**config.mk**
```make
export PLATFORM = sky130hd
export DESIGN_NAME = i2s_rx
export DESIGN_NICKNAME = d
export VERILOG_FILES = /design/src/rtl/zxaudio_pkg.sv /design/src/rtl/i2s_sync_edge.sv /design/src/rtl/i2s_rx.sv
export SDC_FILE = /design/constraint.sdc
export NUM_CORES = 1
export LEC_CHECK = 0
export BUFFER_PORTS_ARGS = -buffer_cell sky130_fd_sc_hd__buf_4
export CORE_AREA = 2 2 110 112
export CTS_CLUSTER_SIZE = 24
export DETAILED_ROUTE_END_ITERATION = 12
export DIE_AREA = 0 0 112 114
export PLACE_DENSITY_LB_ADDON = 0.05
export SLEW_MARGIN = 20
export SYNTH_ARGS = -nofsm -noshare
export SYNTH_HDL_FRONTEND = slang
export SYNTH_SLANG_ARGS = --single-unit
```
**constraint.sdc**
```tcl
create_clock -name mclk -period 9.8 [get_ports mclk]
set_input_delay 0.49 -clock mclk [delete_from_list [all_inputs] [get_ports mclk]]
set_output_delay 0.49 -clock mclk [all_outputs]
set_load 0.1 [all_outputs]
```
**src/rtl/zxaudio_pkg.sv**
```systemverilog
// Shared constants for the zxaudio I2S transmit and receive blocks.
//   CHANNELDEPTH_DFLT : default sample width in bits
//   SYNC_DEPTH        : flops in each clock-domain-crossing synchroniser
//   I2S_LEFT/RIGHT    : lrclk encoding of the two channel slots
//   rx_state_e        : receiver lock-state encoding
package zxaudio_pkg;

  localparam int   CHANNELDEPTH_DFLT = 16;
  localparam int   SYNC_DEPTH        = 2;
  localparam logic I2S_LEFT          = 1'b0;
  localparam logic I2S_RIGHT         = 1'b1;

  typedef enum logic [1:0] {
    RX_HUNT = 2'd0,
    RX_SYNC = 2'd1,
    RX_RUN  = 2'd2
  } rx_state_e;

endpackage

```
**src/rtl/i2s_sync_edge.sv**
```systemverilog
// Synchroniser bank for asynchronous I2S pins.
//   edge_d_i : single bit that gets a synchroniser plus rising-edge detect (bclk)
//   d_i      : bits that only need synchronising (lrclk, sdata)
//   sync_o   : synchronised copy of d_i, same latency as the edge bit
//   rise_o   : one-cycle pulse when the synchronised edge bit goes 0 -> 1
module i2s_sync_edge
  import zxaudio_pkg::*;
#(
  parameter int WIDTH = 1
) (
  input  logic             mclk_i,
  input  logic             rst_n_i,
  input  logic             edge_d_i,
  input  logic [WIDTH-1:0] d_i,
  output logic [WIDTH-1:0] sync_o,
  output logic             rise_o
);

  logic [SYNC_DEPTH-1:0] edge_sync_q;
  logic                  edge_dly_q;
  logic [WIDTH-1:0]      data_sync_q [SYNC_DEPTH];

  always_ff @(posedge mclk_i or negedge rst_n_i) begin
    if (!rst_n_i) begin
      edge_sync_q <= '0;
      edge_dly_q  <= 1'b0;
      for (int i = 0; i < SYNC_DEPTH; i++) data_sync_q[i] <= '0;
    end else begin
      edge_sync_q    <= {edge_sync_q[SYNC_DEPTH-2:0], edge_d_i};
      edge_dly_q     <= edge_sync_q[SYNC_DEPTH-1];
      data_sync_q[0] <= d_i;
      for (int i = 1; i < SYNC_DEPTH; i++) data_sync_q[i] <= data_sync_q[i-1];
    end
  end

  assign sync_o = data_sync_q[SYNC_DEPTH-1];
  assign rise_o = edge_sync_q[SYNC_DEPTH-1] & ~edge_dly_q;

endmodule

```
**src/rtl/i2s_rx.sv**
```systemverilog
// Philips-format I2S receiver, oversampled by mclk.
//   mclk, reset_n          : system clock, async active-low reset
//   bclk, lrclk, sdata     : asynchronous I2S pins (mclk >= 4x bclk)
//   left_chan, right_chan  : signed samples, held between pulses
//   sample_valid           : one-cycle strobe per delivered L/R pair
//   frame_err              : one-cycle strobe when a kept word had the wrong bit count
//
// state   | meaning
// RX_HUNT | waiting for the first lrclk change; partial word discarded
// RX_SYNC | aligned, waiting for a complete left word (right words dropped)
// RX_RUN  | left words staged, right words emit a pair
module i2s_rx
  import zxaudio_pkg::*;
#(
  parameter int CHANNELDEPTH = CHANNELDEPTH_DFLT,
  parameter int BITCNT_W     = 6
) (
  input  logic                           mclk,
  input  logic                           reset_n,
  input  logic                           bclk,
  input  logic                           lrclk,
  input  logic                           sdata,
  output logic signed [CHANNELDEPTH-1:0] left_chan,
  output logic signed [CHANNELDEPTH-1:0] right_chan,
  output logic                           sample_valid,
  output logic                           frame_err
);

  localparam logic [BITCNT_W-1:0] DEPTH_CNT = BITCNT_W'(CHANNELDEPTH);

  logic [1:0] sync_vec;
  logic       rise;

  i2s_sync_edge #(.WIDTH(2)) u_sync (
    .mclk_i   (mclk),
    .rst_n_i  (reset_n),
    .edge_d_i (bclk),
    .d_i      ({sdata, lrclk}),
    .sync_o   (sync_vec),
    .rise_o   (rise)
  );

  // Edge-detect stage: rise and the data sampled with it are registered
  // together so the word logic sees a stable, aligned triple.
  logic rise_q, lr_q, sd_q;

  always_ff @(posedge mclk or negedge reset_n) begin
    if (!reset_n) begin
      rise_q <= 1'b0;
      lr_q   <= 1'b0;
      sd_q   <= 1'b0;
    end else begin
      rise_q <= rise;
      lr_q   <= sync_vec[0];
      sd_q   <= sync_vec[1];
    end
  end

  rx_state_e             state_q, state_d;
  logic [BITCNT_W-1:0]   bitcnt_q, bitcnt_d;
  logic [CHANNELDEPTH-1:0] shift_q, shift_d;
  logic [CHANNELDEPTH-1:0] staging_q, staging_d;
  logic                  prev_q, prev_d;
  logic [CHANNELDEPTH-1:0] left_d, right_d;
  logic                  valid_d, err_d;

  logic                    take_bit;
  logic [CHANNELDEPTH-1:0] shift_in;
  logic [BITCNT_W-1:0]     cnt_inc;
  logic [BITCNT_W-1:0]     pad;
  logic [CHANNELDEPTH-1:0] word;
  logic                    bad_len;

  // Bits beyond CHANNELDEPTH are counted but not stored (LSB truncation);
  // short words are left-justified with zero fill.
  always_comb begin
    take_bit = (bitcnt_q < DEPTH_CNT);
    shift_in = take_bit ? {shift_q[CHANNELDEPTH-2:0], sd_q} : shift_q;
    cnt_inc  = (bitcnt_q == '1) ? bitcnt_q : bitcnt_q + 1'b1;
    pad      = DEPTH_CNT - cnt_inc;
    word     = (cnt_inc < DEPTH_CNT) ? (shift_in << pad) : shift_in;
    bad_len  = (cnt_inc != DEPTH_CNT);
  end

  always_comb begin
    state_d   = state_q;
    bitcnt_d  = bitcnt_q;
    shift_d   = shift_q;
    staging_d = staging_q;
    prev_d    = prev_q;
    left_d    = left_chan;
    right_d   = right_chan;
    valid_d   = 1'b0;
    err_d     = 1'b0;

    if (rise_q) begin
      if (lr_q == prev_q) begin
        shift_d  = shift_in;
        bitcnt_d = cnt_inc;
      end else begin
        // One-bit I2S delay: this bit is the LSB of the word in the old slot.
        shift_d  = '0;
        bitcnt_d = '0;
        prev_d   = lr_q;
        case (state_q)
          RX_HUNT: state_d = RX_SYNC;
          RX_SYNC: begin
            if (prev_q == I2S_LEFT) begin
              staging_d = word;
              err_d     = bad_len;
              state_d   = RX_RUN;
            end
          end
          RX_RUN: begin
            err_d = bad_len;
            if (prev_q == I2S_LEFT) begin
              staging_d = word;
            end else begin
              left_d  = staging_q;
              right_d = word;
              valid_d = 1'b1;
            end
          end
          default: state_d = RX_HUNT;
        endcase
      end
    end
  end

  always_ff @(posedge mclk or negedge reset_n) begin
    if (!reset_n) begin
      state_q      <= RX_HUNT;
      bitcnt_q     <= '0;
      shift_q      <= '0;
      staging_q    <= '0;
      prev_q       <= 1'b0;
      left_chan    <= '0;
      right_chan   <= '0;
      sample_valid <= 1'b0;
      frame_err    <= 1'b0;
    end else begin
      state_q      <= state_d;
      bitcnt_q     <= bitcnt_d;
      shift_q      <= shift_d;
      staging_q    <= staging_d;
      prev_q       <= prev_d;
      left_chan    <= left_d;
      right_chan   <= right_d;
      sample_valid <= valid_d;
      frame_err    <= err_d;
    end
  end

endmodule

```
* Yosys cells after proc, flatten, opt, wreduce, memory -nomap -nowiden
Cells that the tools add are included.
Word-level totals: word-level logic and storage cells 53, bits in registers 85, output and inout bits 34, bits of input ports 5
Cells by class: $lt $le $gt $ge 2, reductions and logical operators 6, bitwise logic cells 5, muxes and demuxes 15, add/sub/neg operators 2, equal/unequal tests 6, shift-type cells 1
Operator list (number):
- 2-to-1 mux 16 bit | 3
- << shifter 16 x 6 -> 16 bit | 1
- < comparator 6 x 5 -> 1 bit, second input constant | 2
- 2-to-1 mux 6 bit | 2
- AND reduction 4 bit | 3
- 2-to-1 mux 1 bit | 7
- adder 6 x 1 -> 6 bit, second input constant | 1
- == test 6 bit, second input constant | 1
- inequality test 6 x 5 -> 1 bit, second input constant | 1
- case mux 2 bit (3 select lines) | 1
- subtractor 5 x 6 -> 6 bit, first input constant | 1
- NOT 1 bit | 4
- == test 2 x 1 -> 1 bit, second input constant | 1
- == test 2 bit, second input constant | 1
- logical NOT 2 bit | 1
- 2-to-1 mux 2 bit | 1
- inequality test 2 bit, second input constant | 1
- case mux 1 bit (2 select lines) | 1
- AND reduction 2 bit | 1
- OR reduction 2 bit | 1
- AND 1 bit | 1
- == test 1 bit | 1

* Depth between registers and ports, before layout
depth after elaboration 7, depth in mapped cells 16, mapped depth without buffers 12

* Hierarchy
From an unflattened synthesis, not the netlist that was laid out.
Second synthesis, totals: cells, all modules 653, area total of the unflattened synthesis 5425.2 µm²
By module, submodules not included:
- i2s_rx | area an instance 5221.3 µm², times used 1, cells each 643, seq. area each 1951.9 µm²
- i2s_sync_edge | area an instance 203.9 µm², times used 1, cells each 10, seq. area each 175.2 µm²

* Worst setup path after synthesis
OpenSTA, ideal clock, no wires.
path kind reg-to-reg, from reg bitcnt_q[1], to reg staging_q[1], library setup time 0.074 ns, stages on the path, launching flop included 16, data arrival time 3.316 ns, required time 9.726 ns, path buffers 4, period minus slack after synthesis 3.390 ns, setup slack 6.410 ns, path through dfrtp_1 ha_1 buf_4 and4_1 buf_4 buf_6 a21oi_1 or2_2 ha_1 or4_1 mux2i_1 and2_1 buf_6 nand2_4 o32a_4 o21ai_2
On the way: longest elaborated chain between the ends 5, elaborated cells on any way between the ends 9, those cells by class add/sub (2); order compare (2); eq/ne (1); shift (1); mux (3)
RTL lines:
- start, declared | RTL line i2s_rx.sv:60 | logic [BITCNT_W-1:0] bitcnt_q, bitcnt_d;
- start signal, assigned | RTL line i2s_rx.sv:143 | bitcnt_q <= bitcnt_d;
- adder 6 x 1 -> 6 bit or == test 6 bit (tied branches) | RTL line i2s_rx.sv:79 | cnt_inc = (bitcnt_q == '1) ? bitcnt_q : bitcnt_q + 1'b1;
- 2-to-1 mux 6 bit | RTL line i2s_rx.sv:79
- subtractor 5 x 6 -> 6 bit | RTL line i2s_rx.sv:80 | pad = DEPTH_CNT - cnt_inc;
- << shifter 16 x 6 -> 16 bit | RTL line i2s_rx.sv:81 | word = (cnt_inc < DEPTH_CNT) ? (shift_in << pad) : shift_in;
- 2-to-1 mux 16 bit * | RTL line i2s_rx.sv:81
- end signal, assigned | RTL line i2s_rx.sv:145 | staging_q <= staging_d;
- end, declared | RTL line i2s_rx.sv:62 | logic [CHANNELDEPTH-1:0] staging_q, staging_d;
Mark *: on every way between the ends. The rest lies on a longest branch, timed or not. A chain may end at the register's enable or synchronous reset.

* Final worst setup path
from reg bitcnt_q[0], to reg staging_q[12]
Same word-level chain as after synthesis.

==> results_dict.tcl <==
set metrics [dict create \
    tightest_slew_ns 0.957 \
    crit_path_start_kind "flip-flop" \
    clock-sinks 85 \
    hpwl_um 12700 \
    maxCapViolCount 0 \
    rsz0062_at_grt "false" \
    p_leak_nw 2.60 \
    die_w_um 112 \
    drtAntennaViolNets 0 \
    hp-class "input pin to asynchronous set/reset pin" \
    synthCells 661 \
    register_area_sq_mm 0.00213 \
    maxSlewViolCount 0 \
    nFillCells 1121 \
    fin_skew_ns 0.0103 \
    finalCritPeriodShare_pct 51.6 \
    clockBufferDepth 2 \
    cts_buffers 9 \
    yosysWarnings 0 \
    status "completed" \
    clk_pin_slew_ns 0.07 \
    dieHeight_um 114 \
    grt_pass1_vias 4816 \
    vias 5181 \
    start_util_pct 46.9 \
    maxSlewHeadroom_pct 35.9 \
    synth_seq_area_share_pct 38.7 \
    grt_use_total_pct 28.9 \
    clk_latency_ns 0.36 \
    crit_required_ns 10.04 \
    grt_overflow 0 \
    dr.pass1.iters 8 \
    min_period_ns 5.06 \
    synth_edf_count 0 \
    fin_nets 672 \
    cts_resized 0 \
    io_pins 39 \
    syn_area_sq_mm 0.00549 \
    ys_seq_elements 85 \
    power_density_mw_per_mm2 307 \
    cts-root-buf "clkbuf_16" \
    grt_pass1_wl_um 28300 \
    wl_per_cell_um 22.2 \
    core_sq_mm 0.0117 \
    syn_area_per_cell_sq_um 8.31 \
    drtIter0Drc 709 \
    grt_max_degree 53 \
    cts_setup_buffers 0 \
    crit_arrival_ns 5.30 \
    num_antenna_cells 0 \
    finalHoldViolations 0 \
    tns_ns 0 \
    peakVddDrop_uv 222 \
    drive_gt1_share_pct 12.9 \
    tritoncts "done" \
    path_class "flip-flop to flip-flop" \
    place_congestion 1.01 \
    setup-violations-final 0 \
    drc 0 \
    fp.dieArea_sq_mm 0.0128 \
    fmax_mhz 198 \
    port_buffers 38 \
    synth_nets 672 \
    rows 40 \
    multi_input_area_sq_mm 0.00297 \
    crit_path_end_kind "flip-flop" \
    ys_types 78 \
    async_flop_share_pct 100 \
    syn2layout_area_growth_pct 10.5 \
    whs_ns 0.0762 \
    ys.flop_type "dfrtp_1" \
    routed_wl_um 18000 \
    cp_max_fo 47 \
    cts.htree.levels 3 \
    postCtsHoldBufs 0 \
    viasPerCell 6.38 \
    grt_antenna_before_repair 0 \
]
critical path, cell delays in order, from the launching register on:
cell       delay, ns
dfrtp_1         0.32
buf_4           0.42
ha_1            0.49
and4_1          0.79
a21oi_1         0.24
or2_2           0.36
ha_1            0.79
inv_1           0.38
o21ai_0         0.28
o32ai_1         0.19
o21ai_0         0.23
o2111ai_1       0.15
mux2_2          0.28
Yosys cell counts, drive strengths merged (7+ instances only):
| master | instances | area [sq um] |
|---|---|---|
| mux2i | 18 | 180 |
| o21ai | 48 | 248 |
| clkbuf | 29 | 114 |
| nand3 | 13 | 65.1 |
| dfrtp | 85 | 2130 |
| a21oi | 40 | 200 |
| mux2 | 9 | 101 |
| nand4 | 7 | 50.1 |
| a211oi | 8 | 60.1 |
| a31oi | 15 | 93.8 |
| o211ai | 9 | 67.6 |
| nor3 | 21 | 105 |
| nor2 | 30 | 113 |
| nand2 | 122 | 465 |
| inv | 27 | 101 |
| buf | 28 | 175 |
| a21boi | 13 | 97.6 |
| o22ai | 26 | 176 |
placed cells by master, fill, tap and decap left out, types with 3 or more instances in the layout:
cell       count
or2_2          5
o21ai_0       45
o21a_1         4
nor2_1        30
a22oi_1        6
dfrtp_1       85
o221ai_1       3
or3_1          3
ha_1           6
inv_1         26
nand3_1       13
buf_4         46
nand4_1        6
nand2_1      121
a211oi_1       8
a221oi_1       3
o32a_1         3
a21boi_0      12
nor3_1        21
mux2i_1       18
o211ai_1       9
and3_1         6
a31oi_1       15
a21oi_1       40
o22ai_1       25
bufinv_16      3
mux2_2         8
a21o_1         3
nor2b_1        6
xnor2_1        3
clkbuf_16      9
a2bb2oi_1      4
a211o_1        3
nand2b_1       5
o32ai_1        4
nor4_1         6
cell type report:
type | count | area share (%)
Multi-Input combinational cell | 491 | 49.0
Clock inverter | 6 | 1.85
Tap cell | 147 | 3.03
Sequential cell | 85 | 35.0
Inverter | 28 | 1.73
Timing Repair Buffer | 46 | 5.69
Clock buffer | 9 | 3.71
kinds of logic after synthesis:
group | synth area share (%)
flip-flops | 38.7
buffers and inverters | 7.17
AO/OA/AOI/OAI | 27.0
adder cells (fa/ha/maj) | 1.37
multiplexers | 5.12
XOR/XNOR | 0.797
AND/OR/NAND/NOR | 19.9
per-stage QoR:
step                instance area [sq um]  util, %  power (W)  setup slack (ns)  cells
finish                               6070     51.8    0.00186              4.74    812
global route                         6070     51.8    0.00195              4.41    812
CTS                                  6070     51.8    0.00185              4.88    812
detailed placement                   5730     49.0    0.00145              4.90    797
global placement                     5730     49.0    0.00145              5.09    797
floorplan                            5490        -    0.00122              6.41    661
path summary, 6_finish.rpt:
path,startpoint,end,slack [ns],depth (start not counted)
min in group mclk,sdata,u_sync.data_sync_q[3],0.23,1
min,reset_n,shift_q[1],0.08,1
max reg2reg,bitcnt_q[0],staging_q[12],4.74,12
min reg2reg,u_sync.sync_o[1],sd_q,0.35,0
max in group asynchronous,reset_n,staging_q[11],8.69,2
max,bitcnt_q[0],staging_q[12],4.74,12
layer usage:
metal	vias to the layer above	global-route usage, %	part of all wire (%)
li1	2402	-	-
met2	235	43.7	45
met4	0	11.9	3.4
met5	-	0	0
met1	2502	39.6	43
met3	42	7.49	7.7
state kept, by name (all words and copies together), names as in the netlist, 2 cells and up:
name	flops
u_sync.data_sync_q	2
bitcnt_q	6
state_q	2
shift_q	16
left_chan	16
u_sync.edge_sync_q	2
u_sync.sync_o	2
staging_q	16
right_chan	16
report_power, final:
| part | internal [W] | total [W] | switching, W | leakage (nW) |
|---|---|---|---|---|
| Sequential | 0.000421 | 0.000475 | 0.0000543 | 1.13 |
| Combinational | 0.000265 | 0.000989 | 0.000724 | 1.30 |
| Clock | 0.000248 | 0.000397 | 0.000149 | 0.165 |
| Total | 0.000934 | 0.00186 | 0.000928 | 2.60 |
Power figures use the tool's default switching activity.
